File: config.mk
export PLATFORM = sky130hd
export DESIGN_NAME = axis_div_core
export DESIGN_NICKNAME = d
export VERILOG_FILES = /design/src/rtl/div_pkg.sv /design/src/rtl/div_restore_step.sv /design/src/rtl/axis_div_core.sv
export SDC_FILE = /design/constraint.sdc
export NUM_CORES = 1
export LEC_CHECK = 0
export ABC_AREA = 0
export BUFFER_PORTS_ARGS = -buffer_cell sky130_fd_sc_hd__buf_2
export CAP_MARGIN = 20
export CORE_MARGIN = 2
export CORE_UTILIZATION = 36
export DETAILED_ROUTE_END_ITERATION = 12
export PLACE_DENSITY = 0.56
export RECOVER_POWER = 25
export SYNTH_ARGS = -nofsm -noshare
export SYNTH_HDL_FRONTEND = slang
export SYNTH_SLANG_ARGS = --single-unit
File: constraint.sdc
create_clock -name clk -period 7.23 [get_ports clk]
set_input_delay 0 -clock clk [delete_from_list [all_inputs] [get_ports clk]]
set_output_delay 0 -clock clk [all_outputs]
set_load 0.03 [all_outputs]
File: src/rtl/div_pkg.sv
// Shared definitions for the divider core and the requesting execute-stage
// divide unit.
//   div_state_t          : core FSM states
//   DIV_WIDTH            : default operand width
//   DIV_CNT_W            : iteration counter width for DIV_WIDTH
//   DOUT_Q_* / DOUT_R_*  : quotient/remainder slices of m_axis_dout_tdata
package div_pkg;

  localparam int unsigned DIV_WIDTH = 32;
  localparam int unsigned DIV_CNT_W = $clog2(DIV_WIDTH + 1);

  localparam int unsigned DOUT_Q_MSB = 2 * DIV_WIDTH - 1;
  localparam int unsigned DOUT_Q_LSB = DIV_WIDTH;
  localparam int unsigned DOUT_R_MSB = DIV_WIDTH - 1;
  localparam int unsigned DOUT_R_LSB = 0;

  typedef enum logic [1:0] {
    IDLE = 2'd0,
    ITER = 2'd1,
    FIX  = 2'd2,
    DONE = 2'd3
  } div_state_t;

endpackage

File: src/rtl/div_restore_step.sv
// One radix-2 restoring division step (combinational).
//   rem      : current partial remainder (always < divisor when divisor != 0)
//   divisor  : divisor magnitude
//   dvd_bit  : next dividend bit, MSB first
//   rem_next : updated partial remainder
//   q_bit    : quotient bit produced by this step
module div_restore_step #(
  parameter int unsigned WIDTH = 32
) (
  input  logic [WIDTH-1:0] rem,
  input  logic [WIDTH-1:0] divisor,
  input  logic             dvd_bit,
  output logic [WIDTH-1:0] rem_next,
  output logic             q_bit
);

  // One extra bit so divisors with the MSB set (e.g. |most-negative|)
  // still compare correctly against the shifted remainder.
  logic [WIDTH:0] shifted;
  logic [WIDTH:0] trial;

  always_comb begin
    shifted  = {rem, dvd_bit};
    trial    = shifted - {1'b0, divisor};
    q_bit    = ~trial[WIDTH];
    rem_next = q_bit ? trial[WIDTH-1:0] : shifted[WIDTH-1:0];
  end

endmodule

File: src/rtl/axis_div_core.sv
// Iterative divider behind the execute-stage divide functional unit.
// Accepts a dividend/divisor pair when both tvalids are high in IDLE, runs
// WIDTH restoring steps on magnitudes, sign-corrects, and emits a one-cycle
// result beat WIDTH+1 cycles after the accept edge. No backpressure.
//   clk, rst                : clock, synchronous active-high reset
//   s_axis_dividend_tvalid/tdata : dividend operand
//   s_axis_divisor_tvalid/tdata  : divisor operand
//   m_axis_dout_tvalid      : one-cycle result pulse
//   m_axis_dout_tdata       : {quotient, remainder}, held until next result
module axis_div_core
  import div_pkg::*;
#(
  parameter int unsigned WIDTH  = DIV_WIDTH,
  parameter bit          SIGNED = 1'b1
) (
  input  logic               clk,
  input  logic               rst,
  input  logic               s_axis_dividend_tvalid,
  input  logic [WIDTH-1:0]   s_axis_dividend_tdata,
  input  logic               s_axis_divisor_tvalid,
  input  logic [WIDTH-1:0]   s_axis_divisor_tdata,
  output logic               m_axis_dout_tvalid,
  output logic [2*WIDTH-1:0] m_axis_dout_tdata
);

  localparam int unsigned CW = $clog2(WIDTH + 1);
  localparam logic [CW-1:0] CNT_LAST = CW'(WIDTH - 1);

  div_state_t       state;
  logic [CW-1:0]    cnt;
  logic [WIDTH-1:0] dvd_q;   // dividend shifts out MSB-first, quotient shifts in
  logic [WIDTH-1:0] dsr;
  logic [WIDTH-1:0] rem;
  logic             q_neg;
  logic             r_neg;
  logic             dz;

  logic             sa, sb;
  logic [WIDTH-1:0] a_mag, b_mag;
  logic [WIDTH-1:0] rem_next;
  logic             q_bit;
  logic [WIDTH-1:0] q_fix, r_fix;
  logic             accept;

  div_restore_step #(.WIDTH(WIDTH)) u_step (
    .rem      (rem),
    .divisor  (dsr),
    .dvd_bit  (dvd_q[WIDTH-1]),
    .rem_next (rem_next),
    .q_bit    (q_bit)
  );

  always_comb begin
    sa = 1'b0;
    sb = 1'b0;
    if (SIGNED) begin
      sa = s_axis_dividend_tdata[WIDTH-1];
      sb = s_axis_divisor_tdata[WIDTH-1];
    end
    a_mag  = sa ? -s_axis_dividend_tdata : s_axis_dividend_tdata;
    b_mag  = sb ? -s_axis_divisor_tdata  : s_axis_divisor_tdata;
    accept = (state == IDLE) && s_axis_dividend_tvalid && s_axis_divisor_tvalid;

    // Divide by zero: the step chain already leaves |dividend| in rem, so
    // re-applying the dividend sign restores the original dividend; only
    // the quotient needs forcing. Most-negative / -1 wraps to most-negative
    // naturally through the negate.
    q_fix = q_neg ? -dvd_q : dvd_q;
    if (dz) q_fix = '1;
    r_fix = r_neg ? -rem : rem;
  end

  always_ff @(posedge clk) begin
    if (rst) begin
      state              <= IDLE;
      cnt                <= '0;
      dvd_q              <= '0;
      dsr                <= '0;
      rem                <= '0;
      q_neg              <= 1'b0;
      r_neg              <= 1'b0;
      dz                 <= 1'b0;
      m_axis_dout_tvalid <= 1'b0;
      m_axis_dout_tdata  <= '0;
    end else begin
      m_axis_dout_tvalid <= 1'b0;
      case (state)
        IDLE: begin
          if (accept) begin
            dvd_q <= a_mag;
            dsr   <= b_mag;
            rem   <= '0;
            q_neg <= sa ^ sb;
            r_neg <= sa;
            dz    <= (s_axis_divisor_tdata == '0);
            cnt   <= '0;
            state <= ITER;
          end
        end
        ITER: begin
          rem   <= rem_next;
          dvd_q <= {dvd_q[WIDTH-2:0], q_bit};
          cnt   <= cnt + 1'b1;
          if (cnt == CNT_LAST) state <= FIX;
        end
        FIX: begin
          m_axis_dout_tdata  <= {q_fix, r_fix};
          m_axis_dout_tvalid <= 1'b1;
          state              <= DONE;
        end
        DONE: begin
          state <= IDLE;
        end
        default: state <= IDLE;
      endcase
    end
  end

endmodule

==> results.sh, run 1 <==
export IMPL_clock_path_buffers=2
export IMPL_syn_instance_count=1333
export IMPL_grt_usage=0.191
export IMPL_initial_core_util=0.367
export IMPL_routed_via_count=10000
export IMPL_dpl_hpwl_um=21700
export IMPL_status="complete, no violations"
export IMPL_dieWidth_um=178
export IMPL_synthArstFlopShare=0
export IMPL_io_buffers=132
export IMPL_syn_to_final_growth_pct=17.6
export IMPL_syn_area_sq_um=10900
export IMPL_synthFlopType="dfxtp_1"
export IMPL_fin_setup_tns_ns=0
export IMPL_finalSetupViolations=0
export IMPL_fin_nets=1565
export IMPL_fin_crit_ns=3.92
export IMPL_place_congestion=0.894
export IMPL_path_max_fanout=38
export IMPL_row_count=63
export IMPL_drc=0
export IMPL_slowest_stage="dfxtp_1"
export IMPL_cts_clk_slew_worst_paths_ns=0.07
export IMPL_post_route_period_util=0.543
export IMPL_critical_path_class="register to register"
export IMPL_fmax_ghz=0.255
export IMPL_fp_dieH_um=178
export IMPL_ant_nets=0
export IMPL_hold_viol=0
export IMPL_most_common_layout_cells="dfxtp_1, nor2_1, nand2_1, a211oi_1, xor2_1"
export IMPL_drv_slew=0
export IMPL_crit_path_end_kind="register"
export IMPL_vdd_drop_max_uv=177
export IMPL_critPathMaxStageDelay_ns=0.49
export IMPL_cts_repair_resized=0
export IMPL_viasPerCell=5.40
export IMPL_synth_seq_area_share=0.315
export IMPL_grt_pass1_vias=9275
export IMPL_worstMarginPinSlew_ns=1.04
export IMPL_synth_avg_cell_area_sq_um=8.21
export IMPL_coreArea_sq_um=29800
export IMPL_drive_above_1_share=0.121
export IMPL_grt_max_degree=94
export IMPL_postLayoutCoreUtil=0.432
export IMPL_clock_skew_ns=0.0147
export IMPL_final_area_sq_um=12900
export IMPL_required_ns=7.53
export IMPL_cts_tree="built"
export IMPL_crit_family="compound AO/OA/AOI/OAI gates"
export IMPL_synth_edf_count=0
export IMPL_cts_root_buf="clkbuf_16"
export IMPL_p_leak_uw=0.00502
export IMPL_finalNonFillerCells=1861
export IMPL_hold_path_class="primary input to register"
export IMPL_p_per_area_nw_per_um2=282
export IMPL_cp_arrival_ns=4.22
export IMPL_synth_area_leaders="dfxtp_1, xor2_1, a211oi_1"
export IMPL_grt_first_pass_wirelength_um=48900
export IMPL_path_common_cell="buf_4"
export IMPL_rsz0062_at_grt="false"
export IMPL_placed_cell_area_sq_um=11900
export IMPL_htree_levels=4
export IMPL_clock_sinks=172
export IMPL_worstPathCellList="inv_1, fa_1, nand2b_1, a21o_1, a21oi_1, o211ai_2, a311oi_1, or3_1, buf_4, and2_1, buf_4, o211ai_1"
export IMPL_mostFrequentLayoutCell="dfxtp_1"
export IMPL_antenna_found_initial=2
export IMPL_drt_iter0_drc=912
export IMPL_synth_seq_cells=172
export IMPL_dieArea_sq_um=31800
export IMPL_synth_top_area_share=0.315
export IMPL_cap_violations=0
export IMPL_max_slew_margin=0.301
export IMPL_numCtsBuffers=17
export IMPL_dr_pass1_iters=5
export IMPL_cp_start_kind="register"
export IMPL_drt_wl_total_um=29900
export IMPL_wl_per_cell_um=16.1
export IMPL_place_inst=1781
export IMPL_clk_latency_ns=0.44
export IMPL_crit_buf_inv=3
export IMPL_synth_top_cell_by_area="dfxtp_1"
export IMPL_num_io_pins=133
export IMPL_synth_yosys_warnings=0
export IMPL_syn_nets=1442
export IMPL_synth_cell_types=72
export IMPL_overflow=0
## cell families (layout without fill, tap and decap cells)
logic type      count (synthesis)  after routing  synth area share
compound gates                369            369             0.259
xor+xnor                      145            145             0.116
fa+ha+maj                      41             41            0.0476
buf+inv                       131            267            0.0473
flops                         172            172             0.315
mux                            13             13            0.0119
other cells                     0              2                 0
simple gates                  462            462             0.203
## layer usage
metal | share of wire | GRT usage | vias to the layer above
met5 | 0 | 0 | -
met4 | 0.012 | 0.0440 | 0
met3 | 0.055 | 0.0298 | 27
met2 | 0.40 | 0.271 | 250
met1 | 0.53 | 0.297 | 4617
li1 | - | - | 5148
## cells in the mapped netlist, types with 8 or more instances
master	n
dfxtp_1	172
buf_1	16
o211ai_2	21
nor3_1	24
nor2_1	151
o21a_1	8
xnor2_1	57
xor2_1	88
a21o_1	30
nand2b_1	11
o2111ai_1	8
o31ai_1	32
o21ai_0	43
o41ai_1	9
and3_1	12
mux2i_1	13
clkbuf_1	62
nand3_1	13
ha_1	40
nand4_1	30
inv_1	44
or3_1	27
a211oi_1	92
a21oi_1	45
a222oi_1	25
nand2_1	132
## path summary, 6_finish.rpt
kind,startpoint,end,slack [ns],cells past startpoint
worst min register to register,dsr[0]$_SDFFE_PP0P_,dsr[0]$_SDFFE_PP0P_,0.46,2
worst max-delay path,rem[0]$_SDFFE_PP0P_,rem[7]$_SDFFE_PP0P_,3.31,12
worst max register to register,rem[0]$_SDFFE_PP0P_,rem[7]$_SDFFE_PP0P_,3.31,12
worst min-delay path,s_axis_dividend_tdata[5],dvd_q[5]$_SDFFE_PP0P_,0.002,4
## through the flow
step	setup WS, ns	hold WS, ns	total power (uW)
global placement	3.42	0.363	2680
floorplan	4.21	0.136	2320
detailed placement	3.34	0.370	2700
global route	3.00	0.0162	3880
CTS	3.31	0.00000569	3680
finish	3.31	0.00202	3630
## cell type report
type	count	area, sq um
fillers	3039	16900
multi-input cells	1030	7010
flip-flops and latches	172	3440
repair buffers	191	1150
well taps	390	488
clock buffers	19	443
inverters	44	165
clock inverters	13	160
diodes	2	5.00
## registers in the layout (all words and copies together), names as in the netlist
name	flops
m_axis_dout_tdata	64
dsr	32
dvd_q	32
rem	32
cnt	6
state	2
dz	1
m_axis_dout_tvalid	1
q_neg	1
r_neg	1
## worst reg2reg max path, delay by kind of cell, from the launching register on
family                   cells  cell delay [ns]
buffers and inverters        3             0.85
AO/OA/AOI/OAI                5             1.33
flip-flops                   1             0.49
adder cells (fa/ha/maj)      1             0.43
AND/OR/NAND/NOR              3             0.69
## power by group
| group | switching, uW | total (uW) | internal (uW) |
|---|---|---|---|
| clock network | 425 | 953 | 528 |
| registers | 120 | 1220 | 1100 |
| logic | 934 | 1460 | 527 |
## what timing repair did
action | in CTS | in global routing
hold buffers | 46 | 0
setup buffers | 0 | 0
hold endpoints to repair | 45 | 0
No activity file was read; power rests on OpenSTA's default activity.
==> run 2: changes to the inputs <==
--- a/config.mk
+++ b/config.mk
@@ -5,13 +5,13 @@
 export SDC_FILE = /design/constraint.sdc
 export NUM_CORES = 1
 export LEC_CHECK = 0
-export ABC_AREA = 0
+export ABC_AREA = 1
 export BUFFER_PORTS_ARGS = -buffer_cell sky130_fd_sc_hd__buf_2
 export CAP_MARGIN = 20
 export CORE_MARGIN = 2
 export CORE_UTILIZATION = 36
 export DETAILED_ROUTE_END_ITERATION = 12
-export PLACE_DENSITY = 0.56
+export PLACE_DENSITY = 0.57
 export RECOVER_POWER = 25
 export SYNTH_ARGS = -nofsm -noshare
 export SYNTH_HDL_FRONTEND = slang
==> constraint.sdc (replaced) <==
create_clock -name clk -period 3.2 [get_ports clk]
set_input_delay 0 -clock clk [delete_from_list [all_inputs] [get_ports clk]]
set_output_delay 0 -clock clk [all_outputs]
set_load 0.03 [all_outputs]
==> run 2 against run 1 <==
Synthesized area rose by 18%; register-to-register slack got worse by 3.0 ns; global-route usage rose by 4.7 points; routed wire length rose by 50%; total power rose to 2.8 times the previous value; via count rose by 40%; setup slack got worse by 3.0 ns; fmax rose by 37%; clock skew fell by 0.0014 ns; final area rose by 18%; critical path type unchanged; die area rose by 17%; clock power rose by 120%.
==> results.sh, run 2 <==
export IMPL_cts_root_buf="clkbuf_16"
export IMPL_synth_seq_area_share=0.267
export IMPL_drc=0
export IMPL_p_per_area_nw_per_um2=674
export IMPL_critPathMaxStageDelay_ns=0.57
export IMPL_wl_met2_um=21200
export IMPL_regMostFlops="m_axis_dout_tdata"
export IMPL_numCtsBuffers=17
export IMPL_drt_iter0_drc=1016
export IMPL_post_synth_top_count_cell="nand2_1"
export IMPL_hold_slack_ns=0.0133
export IMPL_hold_path_class="primary input to register"
export IMPL_critical_path_class="register to register"
export IMPL_reg2reg_from="state[0]$_SDFFE_PP0P_"
export IMPL_coreArea_sq_um=35400
export IMPL_worstHoldStart="s_axis_divisor_tdata[2]"
export IMPL_row_count=69
export IMPL_max_slew_margin=0.437
export IMPL_synthArstFlopShare=0
export IMPL_drv_slew=0
export IMPL_synth_common_cells="nand2_1, inv_1, nor2_1"
export IMPL_most_common_layout_cells="nand2_1, inv_1, nor2_1, dfxtp_1, nand3_1"
export IMPL_drive_above_1_share=0.0940
export IMPL_cts_repair_resized=0
export IMPL_p_leak_uw=0.00753
export IMPL_worstMarginPinSlew_ns=0.845
export IMPL_synth_edf_count=0
export IMPL_synth_cell_types=52
export IMPL_routed_via_count=14000
export IMPL_grt_max_degree=89
export IMPL_worst_slack_ns=0.337
export IMPL_required_ns=3.59
export IMPL_overflow=0
export IMPL_grt_first_pass_wirelength_um=70900
export IMPL_fin_nets=2384
export IMPL_top_layer="met4"
export IMPL_cts_clk_slew_worst_paths_ns=0.07
export IMPL_fin_crit_ns=2.86
export IMPL_worstPathCellList="inv_1, ha_1, nand3_1, buf_4, nand2_1, inv_1, buf_4, nand2_1, a31oi_1, dlygate4sd3_1"
export IMPL_mostFrequentLayoutCell="nand2_1"
export IMPL_slowest_stage="dlygate4sd3_1"
export IMPL_path_max_fanout=43
export IMPL_syn_instance_count=2106
export IMPL_crit_family="buffers and inverters"
export IMPL_io_buffers=132
export IMPL_dieWidth_um=193
export IMPL_post_route_period_util=0.895
export IMPL_synth_top_cell_by_area="dfxtp_1"
export IMPL_wl_met1_um=20700
export IMPL_synth_top_area_share=0.267
export IMPL_clock_sinks=172
export IMPL_largest_register_ffs=64
export IMPL_synth_area_leaders="dfxtp_1, nand2_1, inv_1"
export IMPL_rsz0062_at_grt="false"
export IMPL_fmax_ghz=0.349
export IMPL_post_place_ws_ns=0.400
export IMPL_htree_levels=4
export IMPL_clock_skew_ns=0.0134
export IMPL_hold_buffers=77
export IMPL_postCtsSetupRepairBufs=0
export IMPL_total_power_uw=10300
export IMPL_syn_nets=2215
export IMPL_grt_pass1_vias=13100
export IMPL_setup_worst_path_start="state[0]$_SDFFE_PP0P_"
export IMPL_dr_pass1_iters=5
export IMPL_hold_viol=0
export IMPL_fp_dieH_um=193
export IMPL_finalSetupViolations=0
export IMPL_syn_area_sq_um=12900
export IMPL_crit_buf_inv=5
export IMPL_dr_wl_met3_um=1780
export IMPL_synth_avg_cell_area_sq_um=6.13
export IMPL_synth_seq_cells=172
export IMPL_fillers=3820
export IMPL_crit_path_end_kind="register"
export IMPL_status="complete, no violations"
export IMPL_antenna_found_initial=0
export IMPL_antennaDiodeCount=0
export IMPL_fin_setup_tns_ns=0
export IMPL_dieArea_sq_um=37400
export IMPL_ant_nets=0
export IMPL_cap_violations=0
export IMPL_postLayoutCoreUtil=0.430
export IMPL_synthFlopType="dfxtp_1"
export IMPL_drt_wl_total_um=45000
export IMPL_syn_to_final_growth_pct=18.1
export IMPL_grt_usage=0.238
export IMPL_cp_start_kind="register"
export IMPL_clk_latency_ns=0.45
export IMPL_place_congestion=1.03
export IMPL_cts_tree="built"
export IMPL_wl_per_cell_um=16.4
export IMPL_dpl_hpwl_um=35500
export IMPL_viasPerCell=5.10
export IMPL_clock_path_buffers=2
export IMPL_num_io_pins=133
export IMPL_synth_yosys_warnings=0
export IMPL_cp_arrival_ns=3.26
export IMPL_vdd_drop_max_uv=457
export IMPL_initial_core_util=0.364
## run 2: cell count changes after synthesis, sizes merged, moves of 25 or more
cell,previous run,this run
a211oi,93,2
a21o,30,2
a21oi,47,147
a222oi,25,0
a31oi,2,39
inv,44,344
nand2,133,578
nand3,13,186
nor2,153,195
o21ai,46,117
o31ai,39,3
or3,30,0
xnor2,57,13
xor2,88,41
## run 2: per-stage QoR
step                instance area, sq um  cells
floorplan                          12900   2106
global placement                   13900   2640
detailed placement                 13900   2640
CTS                                15300   2749
global route                       15200   2749
finish                             15200   2749
## run 2: worst paths after layout
path                       endpoint  slack [ns]  cells after the start
max          dvd_q[21]$_SDFFE_PP0P_        0.34                     10
min             dsr[2]$_SDFFE_PP0P_        0.01                      4
max reg2reg  dvd_q[21]$_SDFFE_PP0P_        0.34                     10
min reg2reg    dsr[31]$_SDFFE_PP0P_        0.47                      2
## run 2: kinds of logic after synthesis
group                    count (synthesis)  share of synthesized area
AO/OA/AOI/OAI                          377                      0.171
buffers and inverters                  424                      0.128
flip-flops                             172                      0.267
XOR/XNOR                                54                     0.0367
AND/OR/NAND/NOR                       1038                      0.358
adder cells (fa/ha/maj)                 41                     0.0403
## run 2: area by class of cell
| cell class | count | area, sq um | area share |
|---|---|---|---|
| clock buffers | 17 | 425 | 0.0279 |
| repair buffers | 227 | 1510 | 0.0990 |
| clock inverters | 15 | 163 | 0.0107 |
| multi-input cells | 1510 | 7820 | 0.513 |
| flip-flops and latches | 172 | 3440 | 0.226 |
| inverters | 347 | 1300 | 0.0855 |
| well taps | 461 | 577 | 0.0379 |
## run 2: routing by layer
metal,GRT usage,up-vias
met2,0.402,369
met1,0.316,6467
met5,0,-
li1,-,7125
met4,0.0817,0
met3,0.0230,60
## run 2: tightest hold or removal path, cell delays in order
cell	delay (ns)
buf_2	0.11
inv_1	0.09
xor2_1	0.11
a21oi_1	0.11
## run 2: power by group
| group | leakage, uW | total (uW) | switching [uW] | internal (uW) |
|---|---|---|---|---|
| clock network | 0.000286 | 2100 | 1050 | 1050 |
| registers | 0.00140 | 2830 | 283 | 2550 |
| logic | 0.00584 | 5340 | 3790 | 1550 |
| total | 0.00753 | 10300 | 5120 | 5150 |
==> run 3: changes to the inputs <==
--- a/config.mk
+++ b/config.mk
@@ -11,8 +11,8 @@
 export CORE_MARGIN = 2
 export CORE_UTILIZATION = 36
 export DETAILED_ROUTE_END_ITERATION = 12
-export PLACE_DENSITY = 0.57
 export RECOVER_POWER = 25
 export SYNTH_ARGS = -nofsm -noshare
 export SYNTH_HDL_FRONTEND = slang
+export SYNTH_HIERARCHICAL = 1
 export SYNTH_SLANG_ARGS = --single-unit
==> run 3 against run 2 <==
First-iteration DRC count increased by 12%; setup slack improved by 0.099 ns; via count increased by 7.1%; die area increased by 4.5%; sequential cell count unchanged; global-route usage increased by 0.17 points; utilization decreased by 0.94 points; synthesized cell count increased by 12%; largest power group unchanged; hold slack got worse by 0.0074 ns.
==> results.sh, run 3 <==
export IMPL_status="complete, no violations"
export IMPL_critPathMaxStageDelay_ns=0.41
export IMPL_worstMarginPinSlew_ns=0.667
export IMPL_cap_violations=0
export IMPL_post_route_period_util=0.864
export IMPL_synth_area_leaders="dfxtp_1, nand2_1, inv_1"
export IMPL_htree_levels=4
export IMPL_synth_common_cells="nand2_1, inv_1, nor2_1"
export IMPL_coreArea_sq_um=36800
export IMPL_worstRegToRegCells=18
export IMPL_hold_path_class="primary input to register"
export IMPL_synth_xor_area_share=0.0318
export IMPL_io_buffers=132
export IMPL_fin_crit_ns=2.76
export IMPL_fillers=4126
export IMPL_dieWidth_um=198
export IMPL_postLayoutCoreUtil=0.421
export IMPL_fin_nets=2599
export IMPL_syn_nets=2459
export IMPL_dieArea_sq_um=39000
export IMPL_fp_dieH_um=198
export IMPL_synthSimpleGateAreaFrac=0.401
export IMPL_post_synth_top_count_cell="nand2_1"
export IMPL_dpl_hpwl_um=36200
export IMPL_cts_clk_slew_worst_paths_ns=0.07
export IMPL_antenna_found_initial=0
export IMPL_max_slew_margin=0.554
export IMPL_syn_area_sq_um=13500
export IMPL_numCtsBuffers=17
export IMPL_min_to="dsr[10]$_SDFFE_PP0P_"
export IMPL_rsz0062_at_grt="false"
export IMPL_clk_latency_ns=0.45
export IMPL_num_io_pins=133
export IMPL_grt_pass1_vias=14000
export IMPL_synth_avg_cell_area_sq_um=5.74
export IMPL_largest_register_ffs=64
export IMPL_wl_per_cell_um=15.7
export IMPL_finalNonFillerCells=2970
export IMPL_drc=0
export IMPL_routed_via_count=15000
export IMPL_row_count=70
export IMPL_cp_arrival_ns=3.13
export IMPL_viasPerCell=5.05
export IMPL_initial_core_util=0.367
export IMPL_cts_root_buf="clkbuf_16"
export IMPL_hold_viol=0
export IMPL_hold_slack_ns=0.00594
export IMPL_antennaDiodeCount=0
export IMPL_path_common_cell="nand2_1"
export IMPL_drive_above_1_share=0.0739
export IMPL_worstPathCellList="inv_1, ha_1, fa_1, inv_1, nand2_1, nand2_1, nand3_1, nand2_2, nand2_1, nand2_2, nand2_2, nand2_2, nand2_2, nand2_4, nand2_1, nand2_1, nand2_1, a21oi_1"
export IMPL_mostFrequentLayoutCell="nand2_1"
export IMPL_drt_iter0_drc=1141
export IMPL_fin_setup_tns_ns=0
export IMPL_drt_wl_total_um=46500
export IMPL_synth_seq_cells=172
export IMPL_clock_sinks=172
export IMPL_synthMuxAreaShare=0
export IMPL_r2r_end="rem[19]$_SDFFE_PP0P_"
export IMPL_grt_max_degree=95
export IMPL_synth_top_family_by_area="simple AND/OR/NAND/NOR gates"
export IMPL_crit_path_end_kind="register"
export IMPL_synthAdderAreaFrac=0.0395
export IMPL_reg2reg_from="dvd_q[31]$_SDFFE_PP0P_"
export IMPL_synth_top_cell_by_area="dfxtp_1"
export IMPL_synth_cell_types=47
export IMPL_path_max_fanout=33
export IMPL_slowest_stage="fa_1"
export IMPL_vdd_drop_max_uv=544
export IMPL_worstHoldStart="s_axis_divisor_tdata[10]"
export IMPL_fmax_ghz=0.362
export IMPL_place_congestion=0.986
export IMPL_overflow=0
export IMPL_r2r_slack_ns=0.44
export IMPL_cts_tree="built"
export IMPL_synthArstFlopShare=0
export IMPL_place_inst=2890
export IMPL_clock_skew_ns=0.0158
export IMPL_cts_repair_resized=0
export IMPL_dr_pass1_iters=6
export IMPL_clock_path_buffers=2
export IMPL_grt_usage=0.240
export IMPL_synth_seq_area_share=0.255
export IMPL_grt_first_pass_wirelength_um=74100
export IMPL_cp_start_kind="register"
export IMPL_drv_slew=0
export IMPL_synth_yosys_warnings=6
export IMPL_regMostFlops="m_axis_dout_tdata"
export IMPL_syn_to_final_growth_pct=14.8
export IMPL_p_per_area_nw_per_um2=737
export IMPL_synth_compound_area_frac=0.146
export IMPL_synthFlopType="dfxtp_1"
export IMPL_finalSetupViolations=0
export IMPL_min_path_cells=5
export IMPL_p_leak_uw=0.00788
export IMPL_synth_edf_count=0
export IMPL_syn_instance_count=2349
export IMPL_ant_nets=0
export IMPL_required_ns=3.56
export IMPL_critical_path_class="register to register"
export IMPL_most_common_layout_cells="nand2_1, inv_1, nor2_1, a21oi_1, dfxtp_1"
export IMPL_synth_top_area_share=0.255
run 3: cell types whose count changed after synthesis, sizes merged, moves of 21 or more:
cell | before | now
nand2 | 578 | 799
nor2 | 195 | 277
clkbuf | 62 | 32
a31oi | 39 | 8
a21oi | 147 | 175
buf | 15 | 48
o22ai | 21 | 0
nand3 | 186 | 153
run 3: metal layers:
layer,wire length (um),global-route usage
met1,21300,0.307
met2,22100,0.420
met3,1890,0.0292
met4,1200,0.0699
met5,0,0
run 3: logic make-up (layout without fill, tap and decap cells):
logic type | count (synthesis) | after routing
compound gates | 358 | 358
xor+xnor | 49 | 49
fa+ha+maj | 42 | 42
buf+inv | 424 | 577
flops | 172 | 172
simple gates | 1304 | 1304
run 3: metrics by stage:
stage / worst slack [ns] / cell area [sq um] / total power (uW)
after floorplan: 0.994 / 13500 / 7610
after global placement: 0.584 / 14500 / 9350
after detailed placement: 0.525 / 14500 / 9360
after CTS: 0.466 / 15600 / 11500
after global routing: 0.233 / 15500 / 12300
final: 0.436 / 15500 / 11400
run 3: worst max path at each step:
stage	from	to	slack, ns	depth (start not counted)
global placement	dvd_q[31]$_SDFFE_PP0P_	rem[0]$_SDFFE_PP0P_	0.58	18
global route	dvd_q[31]$_SDFFE_PP0P_	rem[19]$_SDFFE_PP0P_	0.23	18
detailed placement	dvd_q[31]$_SDFFE_PP0P_	rem[26]$_SDFFE_PP0P_	0.53	18
finish	dvd_q[31]$_SDFFE_PP0P_	rem[19]$_SDFFE_PP0P_	0.44	18
floorplan	dvd_q[31]$_SDFFE_PP0P_	rem[28]$_SDFFE_PP0P_	0.99	19
CTS	dvd_q[31]$_SDFFE_PP0P_	rem[19]$_SDFFE_PP0P_	0.47	18
run 3: report_power, final:
part / total (uW) / internal, uW / switching, uW
Combinational: 6280 / 1840 / 4440
Clock: 2060 / 1090 / 969
Sequential: 3070 / 2650 / 422
Total: 11400 / 5580 / 5830
run 3: worst max-delay path: cells and delay by family (launching register included):
family / cells / cell delay, ns
buffers and inverters: 2 / 0.18
adders and majority gates: 2 / 0.61
and+or+nand+nor: 13 / 1.33
AOI/OAI and AO/OA: 1 / 0.15
DFF: 1 / 0.40
run 3: area by class of cell:
type | count | area, sq um | share of cell area
clock buffer | 18 | 429 | 0.0277
clock inverter | 14 | 136 | 0.00881
inverter | 344 | 1290 | 0.0834
multi-input combinational | 1753 | 8350 | 0.539
sequential | 172 | 3440 | 0.222
tap | 468 | 586 | 0.0378
timing repair buffer | 201 | 1250 | 0.0807
run 3: what timing repair did:
action	4_1_cts	5_1_grt
buffers inserted	0	0
hold endpoints to repair	49	0
hold buffers	48	0
